### src/rtl/hilo_muldiv.sv
// HI/LO multiply-divide unit: sequential shift-add multiply and restoring divide,
// one bit per cycle, with direct HI/LO writes while idle.
module hilo_muldiv #(
    parameter int BIT_WIDTH = 32
) (
    input  logic                 clk,
    input  logic                 rst,
    input  logic                 start,
    input  logic [1:0]           op,
    input  logic [BIT_WIDTH-1:0] Operand_A,
    input  logic [BIT_WIDTH-1:0] Operand_B,
    input  logic [BIT_WIDTH-1:0] Write_Data,
    input  logic                 hi_we,
    input  logic                 lo_we,
    output logic                 busy,
    output logic                 done,
    output logic                 div_by_zero,
    output logic [BIT_WIDTH-1:0] HI,
    output logic [BIT_WIDTH-1:0] LO
);
    localparam int W  = BIT_WIDTH;
    localparam int CW = $clog2(W + 1);

    typedef enum logic [1:0] {IDLE, MUL, DIV, FINISH} state_t;

    state_t        state;
    logic [CW-1:0] cnt;
    logic [W-1:0]  acc_hi;
    logic [W-1:0]  acc_lo;
    logic [W-1:0]  opnd;
    logic          is_mul;
    logic          neg_hi;
    logic          neg_lo;
    logic          dbz;

    function automatic logic [W-1:0] mag(input logic signed [W-1:0] x, input logic sgn);
        return (sgn && x < 0) ? W'(-x) : W'(x);
    endfunction

    function automatic logic [W-1:0] neg_w(input logic [W-1:0] x, input logic en);
        return en ? -x : x;
    endfunction

    function automatic logic [2*W-1:0] neg_2w(input logic [2*W-1:0] x, input logic en);
        return en ? -x : x;
    endfunction

    logic         sgn_op;
    logic         a_neg;
    logic         b_neg;
    logic         zero_div;
    logic [W-1:0] mag_a;
    logic [W-1:0] mag_b;
    logic [W:0]   mul_sum;
    logic [W:0]   div_sh;
    logic [W:0]   div_sub;
    logic         div_ge;

    assign sgn_op   = ~op[0];
    assign a_neg    = sgn_op & Operand_A[W-1];
    assign b_neg    = sgn_op & Operand_B[W-1];
    assign zero_div = op[1] & (Operand_B == '0);
    assign mag_a    = mag(Operand_A, sgn_op);
    assign mag_b    = mag(Operand_B, sgn_op);

    // Multiply step: conditionally add the multiplicand into the upper half, shift right.
    assign mul_sum = {1'b0, acc_hi} + (acc_lo[0] ? {1'b0, opnd} : {(W+1){1'b0}});

    // Divide step: shift the next dividend bit into the remainder and trial-subtract.
    assign div_sh  = {acc_hi, acc_lo[W-1]};
    assign div_ge  = (div_sh >= {1'b0, opnd});
    assign div_sub = div_sh - {1'b0, opnd};

    always_ff @(posedge clk) begin
        case (state)
            IDLE: begin
                if (start) begin
                    if (!op[1]) begin
                        acc_hi <= '0;
                        acc_lo <= mag_b;
                        opnd   <= mag_a;
                    end else if (zero_div) begin
                        acc_hi <= Operand_A;
                        acc_lo <= '1;
                        opnd   <= '0;
                    end else begin
                        acc_hi <= '0;
                        acc_lo <= mag_a;
                        opnd   <= mag_b;
                    end
                end
            end
            MUL: begin
                acc_hi <= mul_sum[W:1];
                acc_lo <= {mul_sum[0], acc_lo[W-1:1]};
            end
            DIV: begin
                acc_hi <= div_ge ? div_sub[W-1:0] : div_sh[W-1:0];
                acc_lo <= {acc_lo[W-2:0], div_ge};
            end
            default: ;
        endcase
    end

    always_ff @(posedge clk) begin
        if (!rst) begin
            state       <= IDLE;
            cnt         <= '0;
            busy        <= 1'b0;
            done        <= 1'b0;
            div_by_zero <= 1'b0;
            HI          <= '0;
            LO          <= '0;
            is_mul      <= 1'b0;
            neg_hi      <= 1'b0;
            neg_lo      <= 1'b0;
            dbz         <= 1'b0;
        end else begin
            done <= 1'b0;
            case (state)
                IDLE: begin
                    if (hi_we) HI <= Write_Data;
                    if (lo_we) LO <= Write_Data;
                    if (start) begin
                        busy   <= 1'b1;
                        cnt    <= '0;
                        is_mul <= ~op[1];
                        dbz    <= zero_div;
                        // Remainder follows the dividend's sign; quotient/product the sign difference.
                        neg_lo <= (a_neg ^ b_neg) & ~zero_div;
                        neg_hi <= op[1] ? (a_neg & ~zero_div) : (a_neg ^ b_neg);
                        if (!op[1])        state <= MUL;
                        else if (zero_div) state <= FINISH;
                        else               state <= DIV;
                    end
                end
                MUL, DIV: begin
                    cnt <= cnt + 1'b1;
                    if (cnt == CW'(W - 1)) state <= FINISH;
                end
                FINISH: begin
                    if (is_mul) begin
                        {HI, LO} <= neg_2w({acc_hi, acc_lo}, neg_lo);
                    end else begin
                        HI <= neg_w(acc_hi, neg_hi);
                        LO <= neg_w(acc_lo, neg_lo);
                    end
                    done        <= 1'b1;
                    div_by_zero <= dbz;
                    busy        <= 1'b0;
                    state       <= IDLE;
                end
                default: state <= IDLE;
            endcase
        end
    end
endmodule

### config.mk
export PLATFORM = sky130hd
export DESIGN_NAME = hilo_muldiv
export DESIGN_NICKNAME = d
export VERILOG_FILES = /design/src/rtl/hilo_muldiv.sv
export SDC_FILE = /design/constraint.sdc
export NUM_CORES = 1
export LEC_CHECK = 0
export CORE_AREA = 3 3 189 191
export CTS_CLUSTER_DIAMETER = 30
export DETAILED_ROUTE_END_ITERATION = 12
export DIE_AREA = 0 0 192 194
export PLACE_DENSITY = 0.66
export SLEW_MARGIN = 5
export SYNTH_ARGS = -nofsm -noshare
export SYNTH_HDL_FRONTEND = slang
export SYNTH_SLANG_ARGS = --single-unit
### constraint.sdc
create_clock -name clk -period 5 [get_ports clk]
set_clock_uncertainty 0.05 [all_clocks]
set_input_delay 0.5 -clock clk [delete_from_list [all_inputs] [get_ports clk]]
set_output_delay 0.5 -clock clk [all_outputs]
set_load 0.02 [all_outputs]
==> key figures, run 1 <==
Die
  – I/O Pins: 170
  – Die area: 37200 um^2
  – Core box area: 34300 um^2
  – Initial Util: 44.7%
  – Site Rows: 68
  – Die W: 192 um
  – Die height: 194 um

Worst setup path
  – Data arrival time of the worst path: 4.48 ns
  – Crit path cell chain: ha_1, nand4_1, or4_1, nor4_1, a211oi_2, o31ai_2, a21o_1, nor2_2, a221o_1, a221o_1
  – Startpoint types: register
  – Most common cell on crit path: a221o_1
  – CP Data Required Time: 5.15 ns
  – Crit. End Element: register
  – Crit path kind: reg2reg
  – Family with the most delay on the worst path: compound AO/OA/AOI/OAI gates
  – Crit Path Max Fanout: 16
  – Critical path's largest stage delay: 0.63 ns
  – Slowest cell on crit path: a21o_1
  – WP buf/inv: 0

Route
  – Vias per cell: 6.37
  – Drt drc: 0
  – Met2 wire length: 27500 um
  – Met1 wire length: 24100 um
  – DR pass1 iterations: 6
  – DR top layer: met4
  – Via count: 15800
  – 1st-iter DRT viols: 1769
  – Routed wire per std cell: 24.3 um
  – DR WL met3: 5550 um
  – Final wirelength: 60500 um
  – Final ANT Viol Nets: 0

Synthesis
  – Seq/Total Area, Yosys: 29.1%
  – Cell area after synthesis: 15300 um^2
  – Compound-Gate Fraction of Synth Area: 27.9%
  – Synth async-reset ratio: 0%
  – Post-synth EDFFs: 96
  – Synth top area cells: edfxtp_1 19%, dfxtp_1 10%, a21oi_1 6.2%
  – Mapped Nets: 2100
  – Synth Area in Adders: 6.22%
  – Post-synthesis mux area share: 2.32%
  – Yosys top cell area share: 18.8%
  – Largest family of logic cells by synthesized area: compound AO/OA/AOI/OAI gates
  – Post-Synth XOR/XNOR Area: 9.77%
  – Netlist cell types: 85
  – Avg Cell Area, Syn: 7.97 um^2
  – Synth warnings: 0
  – Post-Synthesis Cells: 1922
  – Most common flop cell mapped by yosys: edfxtp_1
  – Simple-gate share of the synthesized area: 19.7%
  – Leading area contributor after synthesis: edfxtp_1
  – Synth Register Bits: 175

Layout
  – Nets: 2197
  – Fraction of layout cells with a size suffix above 1: 5.91%
  – Final Util: 52.2%
  – Layout Cell Area excl Fill: 17900 um^2
  – Synth-to-Final Area Change: 16.8%
  – Inserted Diodes: 0
  – Post-route insts no fill: 2486

Clocking
  – Post-CTS Setup Repair Bufs: 0
  – Later-pin clock latency in the skew report: 0.45 ns
  – Reg clk slew, reported paths: 0.08 ns
  – CTS max path bufs: 2
  – CTS tree: built
  – H-tree levels: 4
  – Clk root buf: clkbuf_16
  – Number of buffers created by CTS: 17
  – Clock sink total: 175
  – Resized cells post-CTS: 0
  – CTS Hold Bufs: 0

Pwr
  – Power, Total: 11.1 mW
  – Pwr Density: 620 nW/um^2
  – LEAKAGE: 6.67 nW
  – VDD IR max: 0.000302 V

Timing
  – Sum Neg Setup Slack: 0 ns
  – Final hold vios: 0
  – Max-slew headroom: 16.5%
  – Post-route setup slack: 0.677 ns
  – Worst Tran Pin Value: 1.25 ns
  – Min Tclk post-route: 4.32 ns
  – F_max: 231 MHz
  – RSZ-0062 raised after global routing: no
  – Final Hold Slack: 0.413 ns
  – Final setup vio count: 0
  – Slew Limit Fails: 0
  – Final period util: 86.5%

Placement
  – Final Wtd Congestion: 1.00
  – Placement Cell Area: 17300 um^2
  – Worst slack at placement: 0.770 ns
  – # port buffers: 169
  – Final HPWL DP: 46900 um
  – DP Cell Count: 2455

Outcome
  – Outcome: completed

Global routing
  – Initial antenna violation count: 0
  – First-pass GRT wire length: 89400 um
  – Number of global-route vias before repair: 14700
  – GR Overflow Total: 0
  – Pin count of the biggest net entering global routing: 102
  – Gr usage total: 31.4%

Job
  – MaxCap Viol Count: 0

Min path
  – Worst hold path class: reg2reg
## registers in the layout, indices dropped and copies added, names as in the netlist
register / cells
busy: 1
HI: 32
cnt: 6
LO: 32
state: 2
acc_hi: 32
div_by_zero: 1
neg_lo: 1
dbz: 1
is_mul: 1
acc_lo: 32
neg_hi: 1
opnd: 32
done: 1
## Yosys cell counts, types with 11 or more instances
cell      instances
a211oi_1         43
buf_1            14
o211ai_1         22
or4_1            17
nor3_1           32
o21ai_0         136
xnor2_1          87
mux2_2           12
edfxtp_1         96
nand3_1          48
nor2b_1          12
or3_1            23
nor4_1           26
dfxtp_1          79
a211o_1          14
a31oi_1          22
o41ai_1          13
buf_2            11
o31ai_1          20
mux2i_1          19
nand2b_1         14
nand2_1         150
o21bai_1         12
nor2_1          227
a21o_1           45
ha_1             73
a21oi_1         190
a221oi_1         19
a22oi_1          34
nand4_1          15
xor2_1           84
inv_1            72
clkbuf_1         92
## kinds of logic (layout without fill, tap and decap cells)
logic type,count (synthesis),in the layout
adder cells (fa/ha/maj),75,75
AND/OR/NAND/NOR,619,619
AO/OA/AOI/OAI,655,655
flip-flops,175,175
buffers and inverters,194,303
XOR/XNOR,171,171
multiplexers,33,33
## path summary, 6_finish.rpt
path,depth (start not counted),endpoint,start,slack [ns]
worst min register to register,1,HI[18],HI[18],0.41
worst min-delay path,1,HI[18],HI[18],0.41
worst max register to register,10,acc_hi[29],acc_hi[7],0.68
worst max-delay path,10,acc_hi[29],acc_hi[7],0.68
## layout make-up
class	count	area, um^2
clock buffer	17	425
clock inverter	14	140
fill	3271	16400
inverter	72	270
multi-input combinational	1553	10100
sequential	175	4460
tap	455	569
timing repair buffer	200	1920
## report_power, final
| part | internal, mW | leakage [nW] | total [mW] | switching (mW) |
|---|---|---|---|---|
| Sequential | 2.18 | 1.58 | 2.92 | 0.743 |
| Clock | 0.665 | 0.282 | 1.35 | 0.684 |
| Combinational | 2.52 | 4.80 | 6.83 | 4.31 |
| Total | 5.36 | 6.67 | 11.1 | 5.74 |
## routing by layer
layer | track usage, % | vias to the layer above
li1 | - | 7315
met1 | 41.8 | 7435
met2 | 50.6 | 934
met3 | 3.78 | 162
met4 | 14.7 | 0
met5 | 0 | -
## cell usage in the layout, fill, tap and decap left out, types with 12 or more instances in the layout
cell type        count
a21o_1              45
o41ai_1             13
nand2_1            150
nand3_1             48
dfxtp_1             79
a22oi_1             34
nor2_1             227
clkdlybuf4s50_1    168
buf_4               31
o211ai_1            22
mux2i_1             19
nand2b_1            14
a21oi_1            189
nor3_1              32
xnor2_1             87
inv_1               70
o21ai_0            136
a211o_1             14
xor2_1              84
edfxtp_1            96
ha_1                72
nor2b_1             12
o21bai_1            12
nand4_1             15
a31oi_1             22
or3_1               23
o31ai_1             20
clkbuf_16           17
or4_1               17
a221oi_1            19
nor4_1              26
mux2_2              12
a211oi_1            43
No activity file was read; power rests on OpenSTA's default activity.
==> inputs of run 2 (changes only) <==
--- a/config.mk
+++ b/config.mk
@@ -9,8 +9,8 @@
 export CTS_CLUSTER_DIAMETER = 30
 export DETAILED_ROUTE_END_ITERATION = 12
 export DIE_AREA = 0 0 192 194
+export MAX_ROUTING_LAYER = met4
 export PLACE_DENSITY = 0.66
-export SLEW_MARGIN = 5
 export SYNTH_ARGS = -nofsm -noshare
 export SYNTH_HDL_FRONTEND = slang
 export SYNTH_SLANG_ARGS = --single-unit
==> run 2 against run 1 <==
Sequential share of layout area barely moved. Hold slack got worse by 0.0082 ns. Critical endpoint is now acc_hi[6]. Final cell count is essentially flat. Combinational power fell by 1%. Power decreased by 0.12%.
==> key figures, run 2 (same netlist as run 1, synthesis figures left out) <==
Outcome
  – Outcome: completed (unchanged)

Timing
  – F_max: 228 MHz (was 231 MHz)
  – Slew Limit Fails: 0 (unchanged)
  – Worst Tran Pin Value: 1.25 ns (about the same)
  – Final setup vio count: 0 (unchanged)
  – Max-slew headroom: 16.2% (was 16.5%)
  – Min Tclk post-route: 4.39 ns (was 4.32 ns)
  – RSZ-0062 raised after global routing: no (unchanged)
  – Final period util: 87.9% (was 86.5%)
  – Final hold vios: 0 (unchanged)
  – Sum Neg Setup Slack: 0 ns (unchanged)

Route
  – DR WL met3: 5540 um (was 5550 um)
  – DR top layer: met4 (unchanged)
  – Routed wire per std cell: 24.4 um (was 24.3 um)
  – 1st-iter DRT viols: 1832 (was 1769)
  – Via count: 15800 (about the same)
  – Final wirelength: 60500 um (about the same)
  – Met2 wire length: 27800 um (was 27500 um)
  – Final ANT Viol Nets: 0 (unchanged)
  – Drt drc: 0 (unchanged)
  – DR pass1 iterations: 6 (unchanged)
  – Met1 wire length: 24300 um (was 24100 um)
  – Vias per cell: 6.37 (about the same)

Layout
  – Nets: 2195 (was 2197)
  – Final Util: 52.2% (about the same)
  – Commonest cells after routing, fill and taps aside: 227 x nor2_1, 189 x a21oi_1, 168 x clkdlybuf4s50_1 (unchanged)
  – Synth-to-Final Area Change: 16.9% (was 16.8%)
  – Fillers: 3295 (was 3271)
  – Most common cell after layout, fill and taps aside: nor2_1 (unchanged)
  – Inserted Diodes: 0 (unchanged)
  – Fraction of layout cells with a size suffix above 1: 5.81% (was 5.91%)

Worst setup path
  – CP Data Required Time: 5.16 ns (was 5.15 ns)
  – FF-to-FF path depth: 11 (was 10)
  – Crit Path Max Fanout: 10 (was 16)
  – Startpoint types: register (unchanged)
  – Data arrival time of the worst path: 4.55 ns (was 4.48 ns)
  – Worst R2R Start: acc_hi[7] (unchanged)
  – Crit path kind: reg2reg (unchanged)
  – Crit. End Element: register (unchanged)
  – Worst r2r dst: acc_hi[6] (was acc_hi[29])
  – R2r setup slk: 0.61 ns (was 0.68 ns)

Global routing
  – Initial antenna violation count: 0 (unchanged)
  – Pin count of the biggest net entering global routing: 97 (was 102)
  – First-pass GRT wire length: 89300 um (was 89400 um)
  – Gr usage total: 32.3% (was 31.4%)
  – GR Overflow Total: 0 (unchanged)
  – Number of global-route vias before repair: 14800 (was 14700)

Min path
  – Hold Path Cell Cnt: 1 (unchanged)
  – Endpoint, Worst Hold: HI[15] (was HI[18])
  – HP Start: HI[15] (was HI[18])
  – Worst hold path class: reg2reg (unchanged)

Die
  – Initial Util: 44.7% (unchanged)
  – I/O Pins: 170 (unchanged)
  – Die height: 194 um (unchanged)
  – Die W: 192 um (unchanged)
  – Site Rows: 68 (unchanged)
  – Core box area: 34300 um^2 (unchanged)
  – Die area: 37200 um^2 (unchanged)

Clocking
  – Resized cells post-CTS: 0 (unchanged)
  – Reg clk slew, reported paths: 0.08 ns (about the same)
  – H-tree levels: 4 (unchanged)
  – CTS Hold Bufs: 0 (unchanged)
  – CTS tree: built (unchanged)
  – Clk root buf: clkbuf_16 (unchanged)
  – CTS max path bufs: 2 (unchanged)
  – Later-pin clock latency in the skew report: 0.46 ns (was 0.45 ns)
  – Number of buffers created by CTS: 17 (unchanged)
  – Post-CTS Setup Repair Bufs: 0 (unchanged)
  – Clock sink total: 175 (unchanged)

Placement
  – Final HPWL DP: 47200 um (was 46900 um)
  – # port buffers: 169 (unchanged)
  – Final Wtd Congestion: 1.00 (about the same)

Pwr
  – LEAKAGE: 6.67 nW (about the same)
  – Pwr Density: 619 nW/um^2 (was 620 nW/um^2)
  – VDD IR max: 0.000270 V (was 0.000302 V)

Job
  – MaxCap Viol Count: 0 (unchanged)
==> run 2: cell types whose count changed in the layout (fill, tap and decap cells not counted), sizes merged <==
cell    before  now
buf         32   30
clkinv       4    5
inv         82   81
clkbuf      17   18
==> run 2: layout make-up <==
type	count	area, um^2	share of cell area (%)
inverters	72	270	1.51
multi-input cells	1553	10100	56.5
repair buffers	198	1900	10.6
well taps	455	569	3.18
flip-flops and latches	175	4460	24.9
clock buffers	18	429	2.40
clock inverters	14	163	0.908
==> run 2: stage by stage <==
stage	cell area (um^2)	cells	hold WS (ns)	power [mW]	setup WS (ns)
after global routing	17900	2485	0.426	11.7	0.481
after detailed placement	17300	2453	0.389	9.53	0.700
after global placement	17300	2453	0.384	9.47	0.796
after CTS	17900	2485	0.408	10.9	0.689
final	17900	2485	0.405	11.1	0.607
after floorplan	15300	1922	0.382	7.28	1.09
==> run 2: routing by layer <==
metal,vias up,global-route usage (%)
met5,-,-
met4,0,13.8
met3,148,4.39
met2,948,50.7
met1,7402,41.6
li1,7321,-
==> run 2: worst max-delay path by stage <==
stage / from / depth (start not counted) / to
after CTS: acc_hi[7] / 11 / acc_hi[6]
after global routing: acc_hi[6] / 11 / acc_hi[6]
after floorplan: state[0] / 9 / cnt[5]
final: acc_hi[7] / 11 / acc_hi[6]
after global placement: acc_hi[7] / 11 / acc_hi[6]
after detailed placement: acc_hi[7] / 11 / acc_hi[6]
==> run 2: power by group <==
part / switching, mW / internal [mW] / total (mW)
Combinational: 4.23 / 2.51 / 6.74
Sequential: 0.796 / 2.18 / 2.97
Clock: 0.701 / 0.679 / 1.38
==> run 2: worst max-delay path: stages, from the launching register on <==
cell	delay, ns
edfxtp_1	0.66
ha_1	0.60
nand4_1	0.23
or4_1	0.61
nor4_1	0.28
a211oi_2	0.07
o31ai_2	0.12
a21o_1	0.50
buf_4	0.29
mux2_2	0.36
a221oi_1	0.31
nor2_1	0.06
